## config.mk

```make
export PLATFORM = sky130hd
export DESIGN_NAME = ctrl_fetch_stage_flat
export DESIGN_NICKNAME = d
export VERILOG_FILES = /design/src/rtl/ctrl_fetch_stage_if.sv /design/src/rtl/ctrl_fetch_stage.sv /design/src/flat_wrapper.sv
export SDC_FILE = /design/constraint.sdc
export NUM_CORES = 1
export LEC_CHECK = 0
export CAP_MARGIN = 20
export CORE_ASPECT_RATIO = 0.8
export CORE_MARGIN = 1
export CORE_UTILIZATION = 49
export DETAILED_ROUTE_END_ITERATION = 7
export GPL_TIMING_DRIVEN = 1
export PLACE_DENSITY = 0.76
export SETUP_SLACK_MARGIN = 0.15
export SLEW_MARGIN = 20
export SYNTH_ARGS = -nofsm -noshare
export SYNTH_HDL_FRONTEND = slang
export SYNTH_SLANG_ARGS = --single-unit
```

## constraint.sdc

```tcl
create_clock -name clk -period 2.6 [get_ports clk]
set_clock_uncertainty 0.15 [all_clocks]
set_input_delay 0.78 -clock clk [delete_from_list [all_inputs] [get_ports clk]]
set_output_delay 0.78 -clock clk [all_outputs]
set_load 0.03 [all_outputs]
```

## src/rtl/ctrl_fetch_stage_if.sv

```systemverilog
// Fetch-stage bundle: program-counter request, instruction memory port,
// decode-side handshake and buffer status.
interface ctrl_fetch_stage_if #(
    parameter int PROG_CTR_WID = 10,
    parameter int INSTR_WID    = 16,
    parameter int FIFO_DEPTH   = 4
);
    localparam int CNT_WID = $clog2(FIFO_DEPTH) + 1;

    logic [PROG_CTR_WID-1:0] prog_ctr;
    logic                    set_invalidate_instruction;
    logic [PROG_CTR_WID-1:0] imem_addr;
    logic [INSTR_WID-1:0]    imem_rdata;
    logic                    out_valid;
    logic                    out_ready;
    logic [INSTR_WID-1:0]    out_instr;
    logic [PROG_CTR_WID-1:0] out_pc;
    logic [PROG_CTR_WID-1:0] out_pc_plus1;
    logic                    fetch_stall_req;
    logic [CNT_WID-1:0]      fifo_count;
    logic                    overflow_err;

    // Fetch stage side
    modport slave (
        input  prog_ctr, set_invalidate_instruction, imem_rdata, out_ready,
        output imem_addr, out_valid, out_instr, out_pc, out_pc_plus1,
               fetch_stall_req, fifo_count, overflow_err
    );

    // Program counter / memory / decode side
    modport master (
        output prog_ctr, set_invalidate_instruction, imem_rdata, out_ready,
        input  imem_addr, out_valid, out_instr, out_pc, out_pc_plus1,
               fetch_stall_req, fifo_count, overflow_err
    );
endinterface

```

## src/rtl/ctrl_fetch_stage.sv

```systemverilog
// Instruction fetch stage: issues prog_ctr straight to instruction memory,
// captures the response one cycle later into an in-order buffer and presents
// the head entry to decode with a valid/ready handshake. A flush empties the
// buffer and throws away the wrong-path response landing in that cycle, while
// the address issued alongside the flush (the branch target) is still fetched.
module ctrl_fetch_stage #(
    parameter int PROG_CTR_WID = 10,
    parameter int INSTR_WID    = 16,
    parameter int FIFO_DEPTH   = 4
) (
    input  logic                clk,
    input  logic                reset,
    ctrl_fetch_stage_if.slave   bus
);
    localparam int PTR_WID = $clog2(FIFO_DEPTH);
    localparam int CNT_WID = PTR_WID + 1;
    localparam logic [CNT_WID-1:0] CNT_FULL  = CNT_WID'(FIFO_DEPTH);
    localparam logic [CNT_WID-1:0] CNT_STALL = CNT_WID'(FIFO_DEPTH - 1);

    logic [PROG_CTR_WID-1:0] req_pc_q, req_pc_d;
    logic                    req_vld_q, req_vld_d;
    logic [PTR_WID-1:0]      wr_ptr_q, wr_ptr_d;
    logic [PTR_WID-1:0]      rd_ptr_q, rd_ptr_d;
    logic [CNT_WID-1:0]      count_q, count_d;
    logic                    overflow_q, overflow_d;
    logic [INSTR_WID-1:0]    instr_mem_q [FIFO_DEPTH];
    logic [INSTR_WID-1:0]    instr_mem_d [FIFO_DEPTH];
    logic [PROG_CTR_WID-1:0] pc_mem_q    [FIFO_DEPTH];
    logic [PROG_CTR_WID-1:0] pc_mem_d    [FIFO_DEPTH];

    logic flush;
    logic full;
    logic push_req;
    logic push;
    logic pop;

    assign flush = bus.set_invalidate_instruction;
    assign full  = (count_q == CNT_FULL);

    // Next-state: request pipeline, buffer push/pop/flush and sticky overflow
    always_comb begin
        req_pc_d    = bus.prog_ctr;
        req_vld_d   = 1'b1;
        wr_ptr_d    = wr_ptr_q;
        rd_ptr_d    = rd_ptr_q;
        count_d     = count_q;
        instr_mem_d = instr_mem_q;
        pc_mem_d    = pc_mem_q;

        push_req = req_vld_q && !flush;
        pop      = (count_q != '0) && bus.out_ready && !flush;
        // A full buffer still accepts the response when the head leaves in the same cycle
        push     = push_req && (!full || pop);

        overflow_d = overflow_q | (push_req & full & ~pop);

        if (flush) begin
            wr_ptr_d = '0;
            rd_ptr_d = '0;
            count_d  = '0;
        end else begin
            if (push) begin
                instr_mem_d[wr_ptr_q] = bus.imem_rdata;
                pc_mem_d[wr_ptr_q]    = req_pc_q;
                wr_ptr_d              = wr_ptr_q + 1'b1;
            end
            if (pop) begin
                rd_ptr_d = rd_ptr_q + 1'b1;
            end
            if (push && !pop) begin
                count_d = count_q + 1'b1;
            end else if (pop && !push) begin
                count_d = count_q - 1'b1;
            end
        end
    end

    // State registers with synchronous reset
    always_ff @(posedge clk) begin
        if (reset) begin
            req_pc_q   <= '0;
            req_vld_q  <= 1'b0;
            wr_ptr_q   <= '0;
            rd_ptr_q   <= '0;
            count_q    <= '0;
            overflow_q <= 1'b0;
            for (int i = 0; i < FIFO_DEPTH; i++) begin
                instr_mem_q[i] <= '0;
                pc_mem_q[i]    <= '0;
            end
        end else begin
            req_pc_q    <= req_pc_d;
            req_vld_q   <= req_vld_d;
            wr_ptr_q    <= wr_ptr_d;
            rd_ptr_q    <= rd_ptr_d;
            count_q     <= count_d;
            overflow_q  <= overflow_d;
            instr_mem_q <= instr_mem_d;
            pc_mem_q    <= pc_mem_d;
        end
    end

    assign bus.imem_addr       = bus.prog_ctr;
    assign bus.out_valid       = (count_q != '0);
    assign bus.out_instr       = instr_mem_q[rd_ptr_q];
    assign bus.out_pc          = pc_mem_q[rd_ptr_q];
    assign bus.out_pc_plus1    = pc_mem_q[rd_ptr_q] + PROG_CTR_WID'(1);
    assign bus.fetch_stall_req = (count_q >= CNT_STALL);
    assign bus.fifo_count      = count_q;
    assign bus.overflow_err    = overflow_q;
endmodule
```

## src/flat_wrapper.sv

```systemverilog
// flat-port wrapper written by rule: the top's interface ports become plain ports
module ctrl_fetch_stage_flat 
#(
    parameter int PROG_CTR_WID = 10,
    parameter int INSTR_WID    = 16,
    parameter int FIFO_DEPTH   = 4
)
  (clk, reset, bus_prog_ctr, bus_set_invalidate_instruction, bus_imem_rdata, bus_out_ready, bus_imem_addr, bus_out_valid, bus_out_instr, bus_out_pc, bus_out_pc_plus1, bus_fetch_stall_req, bus_fifo_count, bus_overflow_err);
  ctrl_fetch_stage_if #(.PROG_CTR_WID(PROG_CTR_WID), .INSTR_WID(INSTR_WID), .FIFO_DEPTH(FIFO_DEPTH)) bus_i ();
  input  logic clk;
  input  logic reset;
  input wire logic [$bits(bus_i.prog_ctr)-1:0] bus_prog_ctr;
  input wire logic [$bits(bus_i.set_invalidate_instruction)-1:0] bus_set_invalidate_instruction;
  input wire logic [$bits(bus_i.imem_rdata)-1:0] bus_imem_rdata;
  input wire logic [$bits(bus_i.out_ready)-1:0] bus_out_ready;
  output wire logic [$bits(bus_i.imem_addr)-1:0] bus_imem_addr;
  output wire logic [$bits(bus_i.out_valid)-1:0] bus_out_valid;
  output wire logic [$bits(bus_i.out_instr)-1:0] bus_out_instr;
  output wire logic [$bits(bus_i.out_pc)-1:0] bus_out_pc;
  output wire logic [$bits(bus_i.out_pc_plus1)-1:0] bus_out_pc_plus1;
  output wire logic [$bits(bus_i.fetch_stall_req)-1:0] bus_fetch_stall_req;
  output wire logic [$bits(bus_i.fifo_count)-1:0] bus_fifo_count;
  output wire logic [$bits(bus_i.overflow_err)-1:0] bus_overflow_err;
  assign bus_i.prog_ctr = bus_prog_ctr;
  assign bus_i.set_invalidate_instruction = bus_set_invalidate_instruction;
  assign bus_i.imem_rdata = bus_imem_rdata;
  assign bus_i.out_ready = bus_out_ready;
  assign bus_imem_addr = bus_i.imem_addr;
  assign bus_out_valid = bus_i.out_valid;
  assign bus_out_instr = bus_i.out_instr;
  assign bus_out_pc = bus_i.out_pc;
  assign bus_out_pc_plus1 = bus_i.out_pc_plus1;
  assign bus_fetch_stall_req = bus_i.fetch_stall_req;
  assign bus_fifo_count = bus_i.fifo_count;
  assign bus_overflow_err = bus_i.overflow_err;
  ctrl_fetch_stage #(.PROG_CTR_WID(PROG_CTR_WID), .INSTR_WID(INSTR_WID), .FIFO_DEPTH(FIFO_DEPTH)) u_core (.clk(clk), .reset(reset), .bus(bus_i));
endmodule
```

==> key figures, run 1 <==
Routing
  – Vias: 3,869
  – Vias per cell: 5.207
  – Post-DRT Antenna Nets: 0
  – Drt first pass iters: 5
  – WL/cell: between 15 and 20 um
  – Post-Route WL: 12,540 um
  – Post-route DRC: 0
  – First DRT Iteration DRCs: around 270

Global route
  – Total GRT Usage: 0.2260
  – GRT Residual Overflow: 0
  – Vias in the first global route: 3,932
  – Largest net degree at the start of global routing: 63
  – Initial antenna violation count: 0
  – First-pass GRT wire length: 19,460 um

Min path
  – Hold_sp: u_core.instr_mem_q[48]$_SDFFE_PP0P_
  – Hold Path Cell Cnt: 2
  – Hold Path Class: flop to flop
  – WHS Endpoint: u_core.instr_mem_q[48]$_SDFFE_PP0P_

STA
  – Fin crit share: 1.215
  – Slew Limit Fails: 0
  – RSZ-0062 raised after global routing: yes
  – Min Clock Period, post-route: approximately 3200 ps
  – Final Hold Fails: 0
  – Worst-Margin Slew: 399.2 ps
  – Relative slew slack: 0.7338
  – Endpoints failing setup: 28
  – WHS: 342.5 ps
  – Final WS setup: -559.4 ps
  – Highest Clock Rate: about 320 MHz

Floorplan
  – Die ar.: 0.01143 mm2
  – # rows: 33
  – Die H: 95.82 um
  – # IOs: 82
  – Starting Density: 0.5141
  – CORE AREA: 0.01049 mm2
  – Die width: roughly 120 um

Critical path
  – FF-to-FF Start: u_core.bus.fifo_count[2]$_SDFFE_PP0P_
  – Crit start category: flop
  – Worst EP required: between 1500 and 2000 ps
  – Setup Crit Path Kind: flop to output pin
  – R2R Setup Slk: around 270 ps
  – R2R Path End: u_core.bus.fifo_count[2]$_SDFFE_PP0P_
  – Crit path from: u_core.rd_ptr_q[0]$_SDFFE_PP0N_
  – CP arrival: 2230 ps
  – R2R depth: 8
  – Worst setup EP type: output pin
  – Worst Path Max Fanout: 4

Cells and area
  – Non-filler cells in the finished layout: between 700 and 800
  – Layout fillers: 712
  – Fin util: 0.7094
  – Cell area after layout: roughly 0.0074 mm2
  – Ratio of cells with drive above 1 in the final layout: 0.3317
  – Diodes inserted: 0
  – Area of the multi-input gates: 0.002691 mm2
  – NumNets Final: about 630
  – Sequential cell area: 0.002471 mm2
  – Area Overhead vs Synth: 37.99%

Clocking
  – Max clock buf depth: 2
  – CTS tree: built
  – CTS Sinks: about 120
  – Clock insertion delay at the later pin of the skew report: 410 ps
  – CTS Hold Bufs: 0
  – H-tree levels: 4
  – Worst-path clk slew: 50 ps
  – CTS root buf: clkbuf_16
  – Inserted Clock Buffers: 17

Yosys
  – Sequential share of the synthesized area: 0.4567
  – Synth top cells by count: dfxtp_1 (123), nor2_1 (110), mux2i_1 (105)
  – Synth Register Bits: 123
  – Syn_nets: slightly above 500
  – Yosys top cell by area: dfxtp_1
  – Most numerous cell in the Yosys netlist: dfxtp_1
  – Syn Inst Count: between 400 and 500
  – Ys flop type: dfxtp_1
  – Post-synth cell types: 31
  – Total number of yosys warnings: 0
  – Number of synthesized flops with an enable pin: 0
  – Top cell type's share of synthesized area: 0.4567
  – Cell Area, Synth: 0.005391 mm2
  – Syn avg cell area: between 10 and 15 um2
  – Synth top area cells: dfxtp_1 (46%), mux2i_1 (19%), mux4_2 (11%)
  – FFs w/ async S/R, synth: 0

Placement
  – Cell Area, Placed: 0.006475 mm2
  – Placement Setup Slack: -367.1 ps
  – PortBufs: slightly above 80
  – GPL Wtd Cong: 0.7480
  – Dpl hpwl: 7895 um
  – Placed instance count: 686

Pwr
  – Pleak: 0.003702 uW
  – VDD IR-drop max: ~0.43 mV
  – Pwr per Cell Area: slightly above 600 mW/mm2

Job
  – Max-cap viol count: 0

Outcome
  – Status: finished with violations
  – Failing checks: setup timing
==> what timing repair did <==
action	4_1_cts	5_1_grt
setup endpoints to repair	43	38
buffers inserted	13	10
pin swaps	7	5
cloned	2	0
gates resized for setup	208	20
==> cells by family after synthesis <==
logic type	after synthesis	share of synthesized area
buf+inv	51	0.07612
simple gates	145	0.1195
flops	123	0.4567
fa+ha+maj	7	0.01764
compound gates	5	0.005336
mux	131	0.3036
xor+xnor	13	0.02112
==> layout by cell type, fill, tap and decap left out, drive strengths merged, types with 3 or more instances in the layout <==
master         Yosys  layout
clkbuf            15      19
and2               3       3
xor2               5       5
nand2              5       5
buf               29     107
ha                 6       6
dlygate4sd2        0       6
nor2b             11      11
a21oi              3       3
xnor2              8       8
clkinv             0       8
nand3              8       8
dfxtp            123     123
inv                7       8
mux4              26      26
nor2             110     110
clkdlybuf4s50      0      27
mux2i            105     105
clkinvlp           0       3
==> report_power, final <==
| part | leakage (uW) | total (uW) | switching [uW] | internal [uW] |
|---|---|---|---|---|
| registers | 0.000999 | 1950 | 27.1 | 1920 |
| clock network | 0.000275 | 2230 | 859 | 1370 |
| logic | 0.00243 | 442 | 225 | 217 |
| total | 0.00370 | 4610 | 1110 | 3500 |
==> stage by stage <==
step | power [uW] | TNS (ps)
2_1_floorplan | 2240 | -263.5
3_3_place_gp | 2388 | -15760
3_5_place_dp | 2401 | -20340
4_1_cts | 4621 | -6761
5_1_grt | 4774 | -8910
6_report | 4613 | -7232
==> final cells by class <==
cell class	instances	area share
timing repair buffer	140	0.2020
sequential	123	0.3322
inverter	7	0.003532
clock buffer	19	0.06088
multi-input combinational	301	0.3618
tap	140	0.02355
clock inverter	13	0.01615
==> worst max-delay path, stage by stage, from the launching register on <==
cell and delay [ps]:
dfxtp_4 410, buf_16 130, mux4_2 530, and4_4 240, nand4_1 210, xnor2_4 150
buf_6 150
==> layer usage <==
layer,up-vias,track usage,share of wire
met4,0,0.07384,0.011
met3,14,0.06991,0.040
met2,91,0.4002,0.52
met1,1920,0.2632,0.43
met5,-,0,0
li1,1844,-,-
==> flip-flops by register name (all words and copies together), names as in the netlist <==
register                 flops
u_core.wr_ptr_q              2
u_core.req_vld_q             1
u_core.rd_ptr_q              2
u_core.req_pc_q             10
u_core.instr_mem_q          64
u_core.bus.fifo_count        3
u_core.pc_mem_q             40
u_core.bus.overflow_err      1
==> worst max path at each step <==
stage / slack [ps] / cells after the start / to
3_5_place_dp: -370 / 10 / u_core.bus.fifo_count[2]$_SDFFE_PP0P_
6_report: -560 / 6 / bus_out_pc_plus1[9]
4_1_cts: -560 / 6 / bus_out_pc_plus1[9]
2_1_floorplan: -80 / 5 / bus_out_pc_plus1[9]
5_1_grt: -620 / 6 / bus_out_pc_plus1[9]
3_3_place_gp: -290 / 10 / u_core.bus.fifo_count[2]$_SDFFE_PP0P_
Power figures use the tool's default switching activity.
==> run 2: changes to the inputs <==
--- a/config.mk
+++ b/config.mk
@@ -7,11 +7,13 @@
 export LEC_CHECK = 0
 export CAP_MARGIN = 20
 export CORE_ASPECT_RATIO = 0.8
-export CORE_MARGIN = 1
-export CORE_UTILIZATION = 49
+export CORE_MARGIN = 10
+export CORE_UTILIZATION = 59
+export CTS_BUF_LIST = sky130_fd_sc_hd__clkbuf_4 sky130_fd_sc_hd__clkbuf_8
 export DETAILED_ROUTE_END_ITERATION = 7
+export DONT_BUFFER_PORTS = 1
 export GPL_TIMING_DRIVEN = 1
-export PLACE_DENSITY = 0.76
+export PLACE_DENSITY = 0.78
 export SETUP_SLACK_MARGIN = 0.15
 export SLEW_MARGIN = 20
 export SYNTH_ARGS = -nofsm -noshare
==> run 2 against run 1 <==
The flow still finishes with violations (setup timing); via count decreased by 11%; register-to-register slack gained 20 ps; worst setup slack better by 110 ps; sequential power about the same; non-clock buffer count decreased by 95; critical path depth fell by 1; cell count fell by 16%; power is 15% lower; combinational power down 39%; worst hold slack worse by 58 ps; cell area decreased by 16%; critical endpoint unchanged.
==> key figures, run 2 (synthesis gave the netlist of run 1 again) <==
Clocking
  – H-tree levels: 4
  – CTS tree: built
  – CTS Hold Bufs: 0
  – Max clock buf depth: 2
  – Worst-path clk slew: about 70 ps
  – CTS root buf: clkbuf_8
  – Clock insertion delay at the later pin of the skew report: about 420 ps
  – Inserted Clock Buffers: 17
  – CTS Sinks: approximately 120

Global route
  – Vias in the first global route: 3,442
  – Grt met2 use: 0.2765
  – First-pass GRT wire length: 18,530 um
  – Met3 GRT Util: 0.06259
  – Met1 usage: 0.2016
  – Total GRT Usage: 0.1710
  – GRT Residual Overflow: 0
  – Layer with the highest usage: met2
  – Largest net degree at the start of global routing: 118
  – Initial antenna violation count: 0

Min path
  – Hold Path Class: input port to flop
  – WHS Endpoint: u_core.instr_mem_q[35]$_SDFFE_PP0P_
  – Hold_sp: reset
  – Hold Path Cell Cnt: 1

STA
  – Final TNS setup: -5377 ps
  – Final WS setup: -453.3 ps
  – Endpoints failing setup: 33
  – Worst-Margin Slew: about 330 ps
  – Final Hold Fails: 0
  – Relative slew slack: 0.7788
  – Min Clock Period, post-route: 3053 ps
  – Slew Limit Fails: 0
  – Highest Clock Rate: approximately 330 MHz
  – Fin crit share: 1.174
  – RSZ-0062 raised after global routing: yes

Pwr
  – Pwr per Cell Area: 623.2 mW/mm2
  – Total power: 3917 uW
  – Pleak: roughly 0.0031 uW
  – VDD IR-drop max: 0.7220 mV

Critical path
  – Worst setup EP type: output pin
  – Worst EP required: 1670 ps
  – Setup Crit Path Kind: flop to output pin
  – FF-to-FF Start: u_core.bus.fifo_count[2]$_SDFFE_PP0P_
  – R2R depth: 8
  – Worst Path Max Fanout: 5
  – R2R Setup Slk: around 290 ps
  – R2R Path End: u_core.bus.fifo_count[2]$_SDFFE_PP0P_
  – Crit start category: flop
  – CP arrival: 2120 ps
  – Crit path from: u_core.rd_ptr_q[0]$_SDFFE_PP0N_

Routing
  – Vias per cell: 5.506
  – First DRT Iteration DRCs: 194
  – Post-Route WL: 11,530 um
  – Post-route DRC: 0
  – Vias: 3,430
  – WL/cell: approximately 19 um
  – Drt first pass iters: 4
  – Post-DRT Antenna Nets: 0

Cells and area
  – Non-filler cells in the finished layout: 623
  – Biggest register: u_core.instr_mem_q
  – Area of the multi-input gates: between 0.002 and 0.003 mm2
  – Most common cell after layout, fill and taps aside: dfxtp_1
  – Ratio of cells with drive above 1 in the final layout: 0.2697
  – Sequential cell area: 0.002470 mm2
  – Commonest non-fill, non-tap cells in the layout: dfxtp_1 (121), nor2_1 (110), mux2i_1 (105), mux4_2 (26)
  – Layout fillers: approximately 650
  – Area Overhead vs Synth: 16.59%
  – NumNets Final: 532
  – Largest register FFs: 64
  – Diodes inserted: 0
  – Regs by FF count: u_core.instr_mem_q: 64 flops, u_core.pc_mem_q: 40 flops, u_core.req_pc_q: 10 flops

Floorplan
  – Starting Density: 0.5991
  – Die ar.: 0.01339 mm2
  – # IOs: 82
  – CORE AREA: 0.008999 mm2
  – # rows: 31
  – Die width: 126.9 um
  – Die H: 105.5 um

Placement
  – GPL Wtd Cong: 0.8221
  – Placed instance count: about 600
  – Placement Setup Slack: -18.93 ps
  – PortBufs: 0
  – Dpl hpwl: 7581 um

Job
  – Max-cap viol count: 0

Outcome
  – Failing checks: setup timing
  – Status: finished with violations
==> run 2: cell count changes in the layout (fill, tap and decap cells not counted), moves of 5 or more <==
cell | before | now
buf_6 | 45 | 18
buf_12 | 13 | 8
clkbuf_8 | 2 | 18
buf_4 | 45 | 17
clkbuf_16 | 17 | 0
clkdlybuf4s50_1 | 27 | 0
dlygate4sd2_1 | 6 | 0
==> run 2: worst max-delay path by stage <==
stage | to | slack (ps) | cells after the start
detailed placement | bus_out_pc_plus1[7] | -20 | 6
CTS | bus_out_pc_plus1[9] | -450 | 5
global placement | bus_out_pc_plus1[7] | 20 | 6
global route | bus_out_pc_plus1[9] | -520 | 5
floorplan | bus_out_pc_plus1[9] | -80 | 5
finish | bus_out_pc_plus1[9] | -450 | 5
==> run 2: timing repair <==
action | in CTS | in global routing
setup endpoints to repair | 36 | 37
resized for setup | 36 | 10
pin swaps | 7 | 5
setup buffers | 6 | 2
==> run 2: critical path, stage by stage (launching register included) <==
cell and delay (ps):
dfxtp_4 360, buf_12 130, mux4_2 370, and4_4 270
nand4_1 230, xnor2_4 330
==> run 2: area by class of cell <==
class	instances	area share
well taps	115	0.02289
clock inverters	12	0.02349
inverters	7	0.004976
flip-flops and latches	123	0.3929
clock buffers	20	0.04180
repair buffers	45	0.08280
multi-input cells	301	0.4311
==> run 2: report_power, final <==
part	leakage (uW)	switching (uW)	internal, uW
logic	0.00191	149	121
registers	0.000998	23.9	1920
clock network	0.000209	720	988
total	0.00312	892	3030
==> run 2: per-stage QoR <==
stage | hold slack [ps] | cell area (um2) | util
2_1_floorplan | 307.8 | 5532 | -
3_3_place_gp | 319.0 | 5637 | 0.6264
3_5_place_dp | 329.3 | 5637 | 0.6264
4_1_cts | 253.6 | 6231 | 0.6924
5_1_grt | 249.2 | 6286 | 0.6986
6_report | 284.1 | 6286 | 0.6986
==> run 2: per-layer routing <==
layer | routed length (um) | vias up
li1 | - | 1660
met1 | 4734 | 1670
met2 | 5846 | 83
met3 | 728 | 17
met4 | 222 | 0
met5 | 0 | -
